### src/rtl/fano_regs_pkg.sv
`default_nettype none
// ============================================================================
//  Module      : fano_regs_pkg
//  Description : Per-channel register map of the multichannel Fano decoder,
//                address field placement, and the config-master FSM states.
//                Shared between the AXI4-Lite config master and the slave.
//  Revision    : 1.0  initial release
// ============================================================================
package fano_regs_pkg;

   // Register indices within one channel bank
   localparam int unsigned REG_RESET       = 0;
   localparam int unsigned REG_STREAM_SEL  = 1;
   localparam int unsigned REG_CTRL_RESET  = 2;
   localparam int unsigned REG_DIFF_EN     = 3;
   localparam int unsigned REG_MOD         = 4;
   localparam int unsigned REG_CODE_RATE   = 5;
   localparam int unsigned REG_SYNC_PERIOD = 6;
   localparam int unsigned REG_SYNC_THR    = 7;
   localparam int unsigned REG_DELTA_T     = 8;
   localparam int unsigned REG_FWD_STEP    = 9;
   localparam int unsigned REG_SYNC_STAT   = 10;
   localparam int unsigned REG_N_CHS       = 11;

   // Byte-address LSB of the register field, and width of the channel field
   // that sits at the top of the address
   localparam int unsigned ADDR_LSB     = 2;
   localparam int unsigned ADDR_CHS_MUX = 4;

   // Config-master transaction states
   typedef enum logic [2:0] {
      ST_IDLE = 3'd0,
      ST_WR   = 3'd1,
      ST_WR_B = 3'd2,
      ST_RD_A = 3'd3,
      ST_RD_R = 3'd4,
      ST_RSP  = 3'd5
   } fsm_state_t;

endpackage
`default_nettype wire

### src/rtl/fano_cfg_master.sv
`default_nettype none
// ============================================================================
//  Module      : fano_cfg_master
//  Description : AXI4-Lite master that turns single register commands
//                (channel, register, data) into exactly one AXI4-Lite write
//                or read on the Fano decoder's per-channel register bank.
//                Illegal commands are refused locally without bus traffic.
//  Revision    : 1.0  initial release
// ============================================================================
module fano_cfg_master
   import fano_regs_pkg::*;
#(
   parameter int N_CHS              = 8,
   parameter int N_REGS             = 12,
   parameter int N_WR_REGS          = 10,
   parameter int C_M_AXI_DATA_WIDTH = 32,
   parameter int C_M_AXI_ADDR_WIDTH = 32
) (
   input  logic                            m_axi_aclk,
   input  logic                            m_axi_areset,
   // command port
   input  logic                            i_cmd_valid,
   output logic                            o_cmd_ready,
   input  logic                            i_cmd_wr,
   input  logic [3:0]                      i_cmd_ch,
   input  logic [3:0]                      i_cmd_reg,
   input  logic [C_M_AXI_DATA_WIDTH-1:0]   i_cmd_data,
   // response port
   output logic                            o_rsp_valid,
   input  logic                            i_rsp_ready,
   output logic [C_M_AXI_DATA_WIDTH-1:0]   o_rsp_data,
   output logic [1:0]                      o_rsp_resp,
   output logic                            o_rsp_reject,
   // AXI4-Lite write address
   output logic [C_M_AXI_ADDR_WIDTH-1:0]   m_axi_awaddr,
   output logic [2:0]                      m_axi_awprot,
   output logic                            m_axi_awvalid,
   input  logic                            m_axi_awready,
   // AXI4-Lite write data
   output logic [C_M_AXI_DATA_WIDTH-1:0]   m_axi_wdata,
   output logic [C_M_AXI_DATA_WIDTH/8-1:0] m_axi_wstrb,
   output logic                            m_axi_wvalid,
   input  logic                            m_axi_wready,
   // AXI4-Lite write response
   input  logic [1:0]                      m_axi_bresp,
   input  logic                            m_axi_bvalid,
   output logic                            m_axi_bready,
   // AXI4-Lite read address
   output logic [C_M_AXI_ADDR_WIDTH-1:0]   m_axi_araddr,
   output logic [2:0]                      m_axi_arprot,
   output logic                            m_axi_arvalid,
   input  logic                            m_axi_arready,
   // AXI4-Lite read data
   input  logic [C_M_AXI_DATA_WIDTH-1:0]   m_axi_rdata,
   input  logic [1:0]                      m_axi_rresp,
   input  logic                            m_axi_rvalid,
   output logic                            m_axi_rready
);

   // Registered state and outputs
   fsm_state_t                        r_state;
   logic                              r_cmd_ready;
   logic                              r_awvalid;
   logic                              r_wvalid;
   logic                              r_bready;
   logic                              r_arvalid;
   logic                              r_rready;
   logic                              r_rsp_valid;
   logic                              r_rsp_reject;
   logic [1:0]                        r_rsp_resp;
   logic [C_M_AXI_DATA_WIDTH-1:0]     r_rsp_data;
   logic [C_M_AXI_DATA_WIDTH-1:0]     r_wdata;
   logic [C_M_AXI_ADDR_WIDTH-1:0]     r_awaddr;
   logic [C_M_AXI_ADDR_WIDTH-1:0]     r_araddr;

   // Next-state values
   fsm_state_t                        w_state_nxt;
   logic                              w_cmd_ready_nxt;
   logic                              w_awvalid_nxt;
   logic                              w_wvalid_nxt;
   logic                              w_bready_nxt;
   logic                              w_arvalid_nxt;
   logic                              w_rready_nxt;
   logic                              w_rsp_valid_nxt;
   logic                              w_rsp_reject_nxt;
   logic [1:0]                        w_rsp_resp_nxt;
   logic [C_M_AXI_DATA_WIDTH-1:0]     w_rsp_data_nxt;
   logic [C_M_AXI_DATA_WIDTH-1:0]     w_wdata_nxt;
   logic [C_M_AXI_ADDR_WIDTH-1:0]     w_awaddr_nxt;
   logic [C_M_AXI_ADDR_WIDTH-1:0]     w_araddr_nxt;

   logic                              w_cmd_fire;
   logic                              w_reject;
   logic                              w_aw_done;
   logic                              w_w_done;
   logic [C_M_AXI_ADDR_WIDTH-1:0]     w_cmd_addr;

   assign w_cmd_fire = i_cmd_valid && r_cmd_ready;

   // Out-of-range channel or register, or a write to a read-only register
   assign w_reject = (32'(i_cmd_ch)  >= 32'(N_CHS))
                  || (32'(i_cmd_reg) >= 32'(N_REGS))
                  || (i_cmd_wr && (32'(i_cmd_reg) >= 32'(N_WR_REGS)));

   // A write channel counts as done once its valid has already dropped or
   // it handshakes this cycle; AW and W may complete in either order.
   assign w_aw_done = !r_awvalid || m_axi_awready;
   assign w_w_done  = !r_wvalid  || m_axi_wready;

   // Compose the bus address: channel in the top nibble, register at [5:2]
   always_comb begin
      w_cmd_addr = '0;
      w_cmd_addr[C_M_AXI_ADDR_WIDTH-1 -: ADDR_CHS_MUX] = i_cmd_ch;
      w_cmd_addr[ADDR_LSB +: 4]                        = i_cmd_reg;
   end

   // Next-state and next-output logic; every output is registered below
   always_comb begin
      w_state_nxt      = r_state;
      w_cmd_ready_nxt  = r_cmd_ready;
      w_awvalid_nxt    = r_awvalid;
      w_wvalid_nxt     = r_wvalid;
      w_bready_nxt     = r_bready;
      w_arvalid_nxt    = r_arvalid;
      w_rready_nxt     = r_rready;
      w_rsp_valid_nxt  = r_rsp_valid;
      w_rsp_reject_nxt = r_rsp_reject;
      w_rsp_resp_nxt   = r_rsp_resp;
      w_rsp_data_nxt   = r_rsp_data;
      w_wdata_nxt      = r_wdata;
      w_awaddr_nxt     = r_awaddr;
      w_araddr_nxt     = r_araddr;

      case (r_state)
         ST_IDLE: begin
            w_cmd_ready_nxt = 1'b1;
            if (w_cmd_fire) begin
               w_cmd_ready_nxt = 1'b0;
               if (w_reject) begin
                  w_state_nxt      = ST_RSP;
                  w_rsp_valid_nxt  = 1'b1;
                  w_rsp_reject_nxt = 1'b1;
                  w_rsp_resp_nxt   = 2'b00;
                  w_rsp_data_nxt   = '0;
               end else if (i_cmd_wr) begin
                  w_state_nxt   = ST_WR;
                  w_awvalid_nxt = 1'b1;
                  w_wvalid_nxt  = 1'b1;
                  w_awaddr_nxt  = w_cmd_addr;
                  w_wdata_nxt   = i_cmd_data;
               end else begin
                  w_state_nxt   = ST_RD_A;
                  w_arvalid_nxt = 1'b1;
                  w_araddr_nxt  = w_cmd_addr;
               end
            end
         end
         ST_WR: begin
            if (m_axi_awready) begin
               w_awvalid_nxt = 1'b0;
            end
            if (m_axi_wready) begin
               w_wvalid_nxt = 1'b0;
            end
            if (w_aw_done && w_w_done) begin
               w_state_nxt  = ST_WR_B;
               w_bready_nxt = 1'b1;
            end
         end
         ST_WR_B: begin
            if (m_axi_bvalid) begin
               w_state_nxt      = ST_RSP;
               w_bready_nxt     = 1'b0;
               w_rsp_valid_nxt  = 1'b1;
               w_rsp_reject_nxt = 1'b0;
               w_rsp_resp_nxt   = m_axi_bresp;
               w_rsp_data_nxt   = '0;
            end
         end
         ST_RD_A: begin
            if (m_axi_arready) begin
               w_state_nxt   = ST_RD_R;
               w_arvalid_nxt = 1'b0;
               w_rready_nxt  = 1'b1;
            end
         end
         ST_RD_R: begin
            if (m_axi_rvalid) begin
               w_state_nxt      = ST_RSP;
               w_rready_nxt     = 1'b0;
               w_rsp_valid_nxt  = 1'b1;
               w_rsp_reject_nxt = 1'b0;
               w_rsp_resp_nxt   = m_axi_rresp;
               w_rsp_data_nxt   = m_axi_rdata;
            end
         end
         ST_RSP: begin
            if (i_rsp_ready) begin
               w_state_nxt     = ST_IDLE;
               w_rsp_valid_nxt = 1'b0;
               w_cmd_ready_nxt = 1'b1;
            end
         end
         default: begin
            w_state_nxt = ST_IDLE;
         end
      endcase
   end

   // State and output registers; reset abandons any transaction in flight
   always_ff @(posedge m_axi_aclk or posedge m_axi_areset) begin
      if (m_axi_areset) begin
         r_state      <= ST_IDLE;
         r_cmd_ready  <= 1'b0;
         r_awvalid    <= 1'b0;
         r_wvalid     <= 1'b0;
         r_bready     <= 1'b0;
         r_arvalid    <= 1'b0;
         r_rready     <= 1'b0;
         r_rsp_valid  <= 1'b0;
         r_rsp_reject <= 1'b0;
         r_rsp_resp   <= 2'b00;
         r_rsp_data   <= '0;
         r_wdata      <= '0;
         r_awaddr     <= '0;
         r_araddr     <= '0;
      end else begin
         r_state      <= w_state_nxt;
         r_cmd_ready  <= w_cmd_ready_nxt;
         r_awvalid    <= w_awvalid_nxt;
         r_wvalid     <= w_wvalid_nxt;
         r_bready     <= w_bready_nxt;
         r_arvalid    <= w_arvalid_nxt;
         r_rready     <= w_rready_nxt;
         r_rsp_valid  <= w_rsp_valid_nxt;
         r_rsp_reject <= w_rsp_reject_nxt;
         r_rsp_resp   <= w_rsp_resp_nxt;
         r_rsp_data   <= w_rsp_data_nxt;
         r_wdata      <= w_wdata_nxt;
         r_awaddr     <= w_awaddr_nxt;
         r_araddr     <= w_araddr_nxt;
      end
   end

   assign o_cmd_ready   = r_cmd_ready;
   assign o_rsp_valid   = r_rsp_valid;
   assign o_rsp_data    = r_rsp_data;
   assign o_rsp_resp    = r_rsp_resp;
   assign o_rsp_reject  = r_rsp_reject;

   assign m_axi_awaddr  = r_awaddr;
   assign m_axi_awprot  = 3'b000;
   assign m_axi_awvalid = r_awvalid;
   assign m_axi_wdata   = r_wdata;
   assign m_axi_wstrb   = '1;
   assign m_axi_wvalid  = r_wvalid;
   assign m_axi_bready  = r_bready;
   assign m_axi_araddr  = r_araddr;
   assign m_axi_arprot  = 3'b000;
   assign m_axi_arvalid = r_arvalid;
   assign m_axi_rready  = r_rready;

endmodule
`default_nettype wire

### config.mk
export PLATFORM = sky130hd
export DESIGN_NAME = fano_cfg_master
export DESIGN_NICKNAME = d
export VERILOG_FILES = /design/src/rtl/fano_regs_pkg.sv /design/src/rtl/fano_cfg_master.sv
export SDC_FILE = /design/constraint.sdc
export NUM_CORES = 1
export LEC_CHECK = 0
export CORE_ASPECT_RATIO = 1.1
export CORE_MARGIN = 3
export CORE_UTILIZATION = 40
export DETAILED_ROUTE_END_ITERATION = 10
export PLACE_DENSITY = 0.84
export SETUP_SLACK_MARGIN = 0.5
export SYNTH_ARGS = -nofsm -noshare
export SYNTH_HDL_FRONTEND = slang
export SYNTH_SLANG_ARGS = --single-unit
export TNS_END_PERCENT = 20
### constraint.sdc
create_clock -name m_axi_aclk -period 4 [get_ports m_axi_aclk]
set_input_delay 0.8 -clock m_axi_aclk [delete_from_list [all_inputs] [get_ports m_axi_aclk]]
set_output_delay 0.8 -clock m_axi_aclk [all_outputs]
set_load 0.05 [all_outputs]
# Yosys cells after proc, flatten, opt, wreduce, memory -nomap -nowiden
# Index checks and enable logic that the tools add are counted.
[totals]
register_bits = 93
inputBits = 86
elab_cells = 111
out_inout_bits = 148
[classes]
n_mux = 47
n_bitwise = 2
eq_ne = 17
reduce_logical = 28
magnitude_cmp = 3
[op_table]
columns = ["op", "count"]
rows = [
  ["2-to-1 mux 32 bit", 4],
  ["case mux 32 bit (3 select lines)", 1],
  ["!= test 2 bit, second input constant", 12],
  ["2-to-1 mux 3 bit", 7],
  ["2-to-1 mux 1 bit", 20],
  ["AND reduction 5 bit", 4],
  ["case mux 3 bit (6 select lines)", 1],
  ["greater-or-equal comparator 4 bit, second input constant", 3],
  ["case mux 1 bit (2 select lines)", 6],
  ["AND reduction 6 bit", 2],
  ["2-to-1 mux 2 bit", 5],
  ["nonzero test 2 bit", 5],
  ["AND reduction 4 bit", 2],
  ["equality test 3 x 2 -> 1 bit, second input constant", 2],
  ["equality test 3 bit, second input constant", 2],
  ["case mux 2 bit (3 select lines)", 1],
  ["AND reduction 3 bit", 2],
  ["logical OR 1 bit", 4],
  ["case mux 1 bit (4 select lines)", 1],
  ["nonzero test 4 bit", 1],
  ["equality test 3 x 1 -> 1 bit, second input constant", 1],
  ["logical AND 1 bit", 3],
  ["zero test 3 bit", 1],
  ["case mux 1 bit (3 select lines)", 1],
  ["other kinds (4)", 6],
]

# Longest topological paths before layout
[depth]
word_depth = 6
mapped_depth = 7

# Worst setup path before layout
# Ideal clock, no wire load.
[synth_path]
kind = "input to register"
startpoint = "in i_cmd_wr"
endpoint = "reg r_rsp_reject (netlist: o_rsp_reject)"
required_time_ns = 3.875
arrival_time_ns = 1.818
setup_time_ns = 0.125
stages = 5
slack_ns = 2.057
n_path_buf = 1
path_cell_list = "a21o_1 and3b_1 o211ai_1 buf_4 mux2_2"
[synth_via]
elab_chain_cells = 4
[synth_rtl]
columns = ["element", "line", "text"]
rows = [
  ["from (decl)", "fano_cfg_master.sv:24", "input logic i_cmd_wr,"],
  ["logical AND 1 bit", "fano_cfg_master.sv:103", "|| (i_cmd_wr && (32'(i_cmd_reg) >= 32'(N_WR_REGS)));"],
  ["logical OR 1 bit", "fano_cfg_master.sv:103", ""],
  ["!= test 2 bit (no line)", "--", ""],
  ["AND reduction 5 bit (no line)", "--", ""],
  ["to (signal assigned)", "fano_cfg_master.sv:236", "r_rsp_reject <= w_rsp_reject_nxt;"],
  ["to (decl)", "fano_cfg_master.sv:69", "logic r_rsp_reject;"],
]
# Every way passes these cells.
# A chain may end at the register's enable or synchronous reset.

# Final worst setup path
[layout_path]
startpoint = "in i_cmd_wr"
endpoint = "reg r_wdata[12] (netlist: m_axi_wdata[12])"
[layout_via]
elab_chain_cells = 4
[layout_rtl]
columns = ["element", "line", "text"]
rows = [
  ["logical AND 1 bit", "fano_cfg_master.sv:103", ""],
  ["logical OR 1 bit", "fano_cfg_master.sv:103", ""],
  ["NOT 1 bit (no line)", "--", ""],
  ["AND reduction 4 bit (no line) *", "--", ""],
  ["to (signal assigned)", "fano_cfg_master.sv:239", "r_wdata <= w_wdata_nxt;"],
  ["to (decl)", "fano_cfg_master.sv:72", "logic [C_M_AXI_DATA_WIDTH-1:0] r_wdata;"],
]
# Every way passes the cells marked *; elsewhere a longest branch is shown, timed or not.

==> impl_results.rst <==
.. list-table::
   :header-rows: 1

   * - Metric
     - Value
   * - Number of nets still failing antenna checks after routing
     - 0
   * - Post-CTS sizing
     - 0
   * - Detailed-router iteration count before antenna repair
     - 4
   * - Crit path launch type
     - input port
   * - Wire length of the first global-routing pass
     - 17820 µm
   * - Worst Hold Class
     - reg2reg
   * - Pwr per Cell Area
     - 869.8 nW/µm²
   * - Static leakage
     - 3.104 nW
   * - Buffers inserted during post-CTS setup optimization
     - 0
   * - Synthesized area per cell
     - 11.85 µm²
   * - Die X-Extent
     - 108.2 µm
   * - Antenna violations before repair
     - 0
   * - Syn Inst Count
     - 388
   * - CTS tree
     - yes
   * - Yosys warnings
     - 0
   * - Placed wire-length estimate after detailed placement
     - 8543 µm
   * - Number of standard cells in the layout, taps in and fillers out
     - 712
   * - Setup violators final
     - 0
   * - GPL Wtd Cong
     - 0.8261
   * - Maximum fanout encountered on the critical timing path
     - 22
   * - Total area of multi-input combinational cells
     - 1770 µm²
   * - Post-CTS Hold Fix Bufs
     - 0
   * - Final clock skew
     - 0.008031 ns
   * - Area used by sequential logic in the layout
     - 2327 µm²
   * - Maximum clock path buffer count
     - 2
   * - Total number of vias
     - 3250
   * - Final Net Count
     - 646
   * - Maximum clock frequency
     - 0.3670 GHz
   * - Arrival time of data at the critical path endpoint
     - 2.96 ns
   * - Critical Path Sink Type
     - flop
   * - Post-synthesis sequential element count
     - 93
   * - CTS root buf
     - clkbuf_16
   * - Total die area
     - 12820 µm²
   * - Fill cell instance count of the final layout
     - 918
   * - Unrepaired setup endpoints after global routing
     - no
   * - Hold Fails Final Rpt
     - 0
   * - Count of cells along the worst register-to-register path
     - 4
   * - DR iter-0 viols
     - 209
   * - Final worst path period share
     - 0.6812
   * - Number of levels in the clock H-tree
     - 3
   * - Die height
     - 118.4 µm
   * - Number of distinct library cells after synthesis
     - 39
   * - Commonest non-fill, non-tap cell in the layout
     - clkdlybuf4s50_1
   * - Signed area change from the synthesized netlist to the final layout
     - 41.78%
   * - I/O pin count
     - 234
   * - Minimum clock period
     - 2.725 ns
   * - Cell row count
     - 40
   * - Number of violations of the max-capacitance limit
     - 0
   * - Largest net degree at the start of global routing
     - 60
   * - Worst skew pair latency
     - 0.34 ns
   * - Number of placed instances, taps included
     - 696
   * - Vias in the first global route
     - 3290
   * - DR WL/cell
     - 16.05 µm
   * - Summed instance area of the synthesized netlist
     - 4597 µm²
   * - Global-route congestion overflow total
     - 0
   * - Kind of critical path
     - in2reg
   * - Clk slew on worst S/H paths
     - 0.07 ns
   * - Actual transition at the worst max-transition pin
     - 1.223 ns
   * - Sum of routed wire length over all layers
     - 11430 µm
   * - Port bufs
     - 175
   * - Final setup TNS
     - 0 ns
   * - Starting Density
     - 0.4156
   * - Final core utilization
     - 0.5893
   * - Number of buffers added by the clock tree synthesis step
     - 9
   * - Status
     - finished, final reports clean
   * - All-Layer GR Usage
     - 0.1771
   * - Most used cells in the layout excluding fill and tap cells
     - clkdlybuf4s50_1, dfrtp_1, conb_1, inv_1, nand2_1
   * - Worst hold-check slack
     - 0.4869 ns
   * - Floorplan Core Area
     - 11060 µm²
   * - Portion of the post-synthesis area used by sequential elements
     - 0.5063
   * - Number of design rule violations left after detail routing
     - 0
   * - Data required, critical path
     - 4.23 ns
   * - Hold path depth
     - 1
   * - Relative max-transition margin
     - 0.1818
   * - Number of inserted diodes
     - 0
   * - Max Transition Viols Final
     - 0
   * - Fraction of layout instances using a drive strength above 1
     - 0.1345
   * - Maximum resistive drop on vdd
     - 0.3751 mV
   * - TritonCTS sink count
     - 93
   * - Routed via count divided by cell count
     - 4.565
-- final cells by class --
type | count | area share
Multi-Input combinational cell | 235 | 0.2716
Inverter | 41 | 0.02400
Clock buffer | 10 | 0.03667
Sequential cell | 93 | 0.3571
Tap cell | 147 | 0.02822
Clock inverter | 6 | 0.007871
Timing Repair Buffer | 180 | 0.2745
-- logic make-up (layout without fill, tap and decap cells) --
group	count (synthesis)	count (layout)	share of synthesized area
compound gates	33	33	0.05036
buf+inv	116	237	0.1557
flops	93	93	0.5063
simple gates	63	63	0.06614
other cells	2	58	0.001634
mux	81	81	0.2199
-- metal layers --
metal / vias to the layer above / global-route usage / part of all wire
met5: - / 0 / 0
met4: 0 / 0.07814 / 0.027
met3: 16 / 0.02731 / 0.063
met2: 144 / 0.3056 / 0.52
met1: 1589 / 0.2166 / 0.39
li1: 1501 / - / -
-- critical path: stages --
cell	delay (ns)
clkdlybuf4s50_1	0.50
a21o_1	0.24
a21oi_2	0.25
nand3_4	0.40
buf_4	0.41
mux2_4	0.34
-- stage by stage --
stage / total power, mW / worst slack (ns) / instance area [µm²]
global route: 5.924 / 1.159 / 6518
CTS: 5.709 / 1.256 / 6518
detailed placement: 4.859 / 0.8940 / 6227
floorplan: 3.894 / 0.7797 / 4807
global placement: 4.789 / 0.9886 / 6227
finish: 5.669 / 1.275 / 6518
-- registers in the layout, summed over array words and instances, names as in the netlist --
| register | flops |
|---|---|
| o_rsp_reject | 1 |
| m_axi_wdata | 32 |
| m_axi_awaddr | 8 |
| m_axi_awvalid | 1 |
| o_rsp_data | 32 |
| m_axi_araddr | 8 |
| o_rsp_resp | 2 |
| m_axi_arvalid | 1 |
| m_axi_wvalid | 1 |
| o_cmd_ready | 1 |
| r_state | 3 |
| m_axi_rready | 1 |
| m_axi_bready | 1 |
| o_rsp_valid | 1 |
-- power by group --
part / switching, mW / internal, mW / total, mW
logic: 2.04 / 1.20 / 3.24
clock network: 0.384 / 0.448 / 0.832
registers: 0.283 / 1.31 / 1.59
-- cells in the mapped netlist --
library cell / instances / area share
a2111oi_0: 1 / 0.0019
a211oi_1: 2 / 0.0033
a21boi_0: 1 / 0.0016
a21o_1: 2 / 0.0033
a21oi_1: 7 / 0.0076
a21oi_2: 1 / 0.0019
a22oi_1: 1 / 0.0016
a2bb2oi_1: 2 / 0.0038
a31o_2: 1 / 0.0019
a31oi_1: 3 / 0.0041
a32o_1: 2 / 0.0044
and2_1: 2 / 0.0027
and3b_1: 1 / 0.0019
buf_2: 5 / 0.0054
buf_4: 59 / 0.096
buf_6: 7 / 0.017
clkbuf_1: 4 / 0.0033
conb_1: 2 / 0.0016
dfrtp_1: 93 / 0.51
inv_1: 41 / 0.033
mux2_2: 12 / 0.029
mux2_4: 37 / 0.12
mux2i_1: 32 / 0.070
nand2_1: 40 / 0.033
nand2b_1: 1 / 0.0014
nand3_1: 1 / 0.0011
nand3_4: 1 / 0.0038
nor2_1: 9 / 0.0073
nor2b_1: 2 / 0.0027
nor3_1: 2 / 0.0022
nor3_2: 1 / 0.0022
nor4_4: 1 / 0.0046
nor4bb_1: 1 / 0.0022
o211ai_1: 3 / 0.0049
o21ai_0: 4 / 0.0044
o221ai_1: 1 / 0.0019
o22a_1: 1 / 0.0019
o2bb2ai_1: 1 / 0.0019
or3_1: 1 / 0.0014
-- path summary, 6_finish.rpt --
path                            slack, ns                            to                          from
min in group asynchronous            0.93     o_rsp_data[4]$_DFFE_PP0P_                  m_axi_areset
worst max-delay path                 1.28   m_axi_wdata[12]$_DFFE_PP0P_                      i_cmd_wr
worst min-delay path                 0.49  m_axi_awaddr[31]$_DFFE_PP0P_  m_axi_awaddr[31]$_DFFE_PP0P_
worst min register to register       0.49  m_axi_awaddr[31]$_DFFE_PP0P_  m_axi_awaddr[31]$_DFFE_PP0P_
max in group asynchronous            2.28   m_axi_wdata[26]$_DFFE_PP0P_                  m_axi_areset
worst max register to register       1.50   m_axi_wdata[12]$_DFFE_PP0P_        r_state[1]$_DFFE_PP0P_
(Power assumes the default switching activity.)
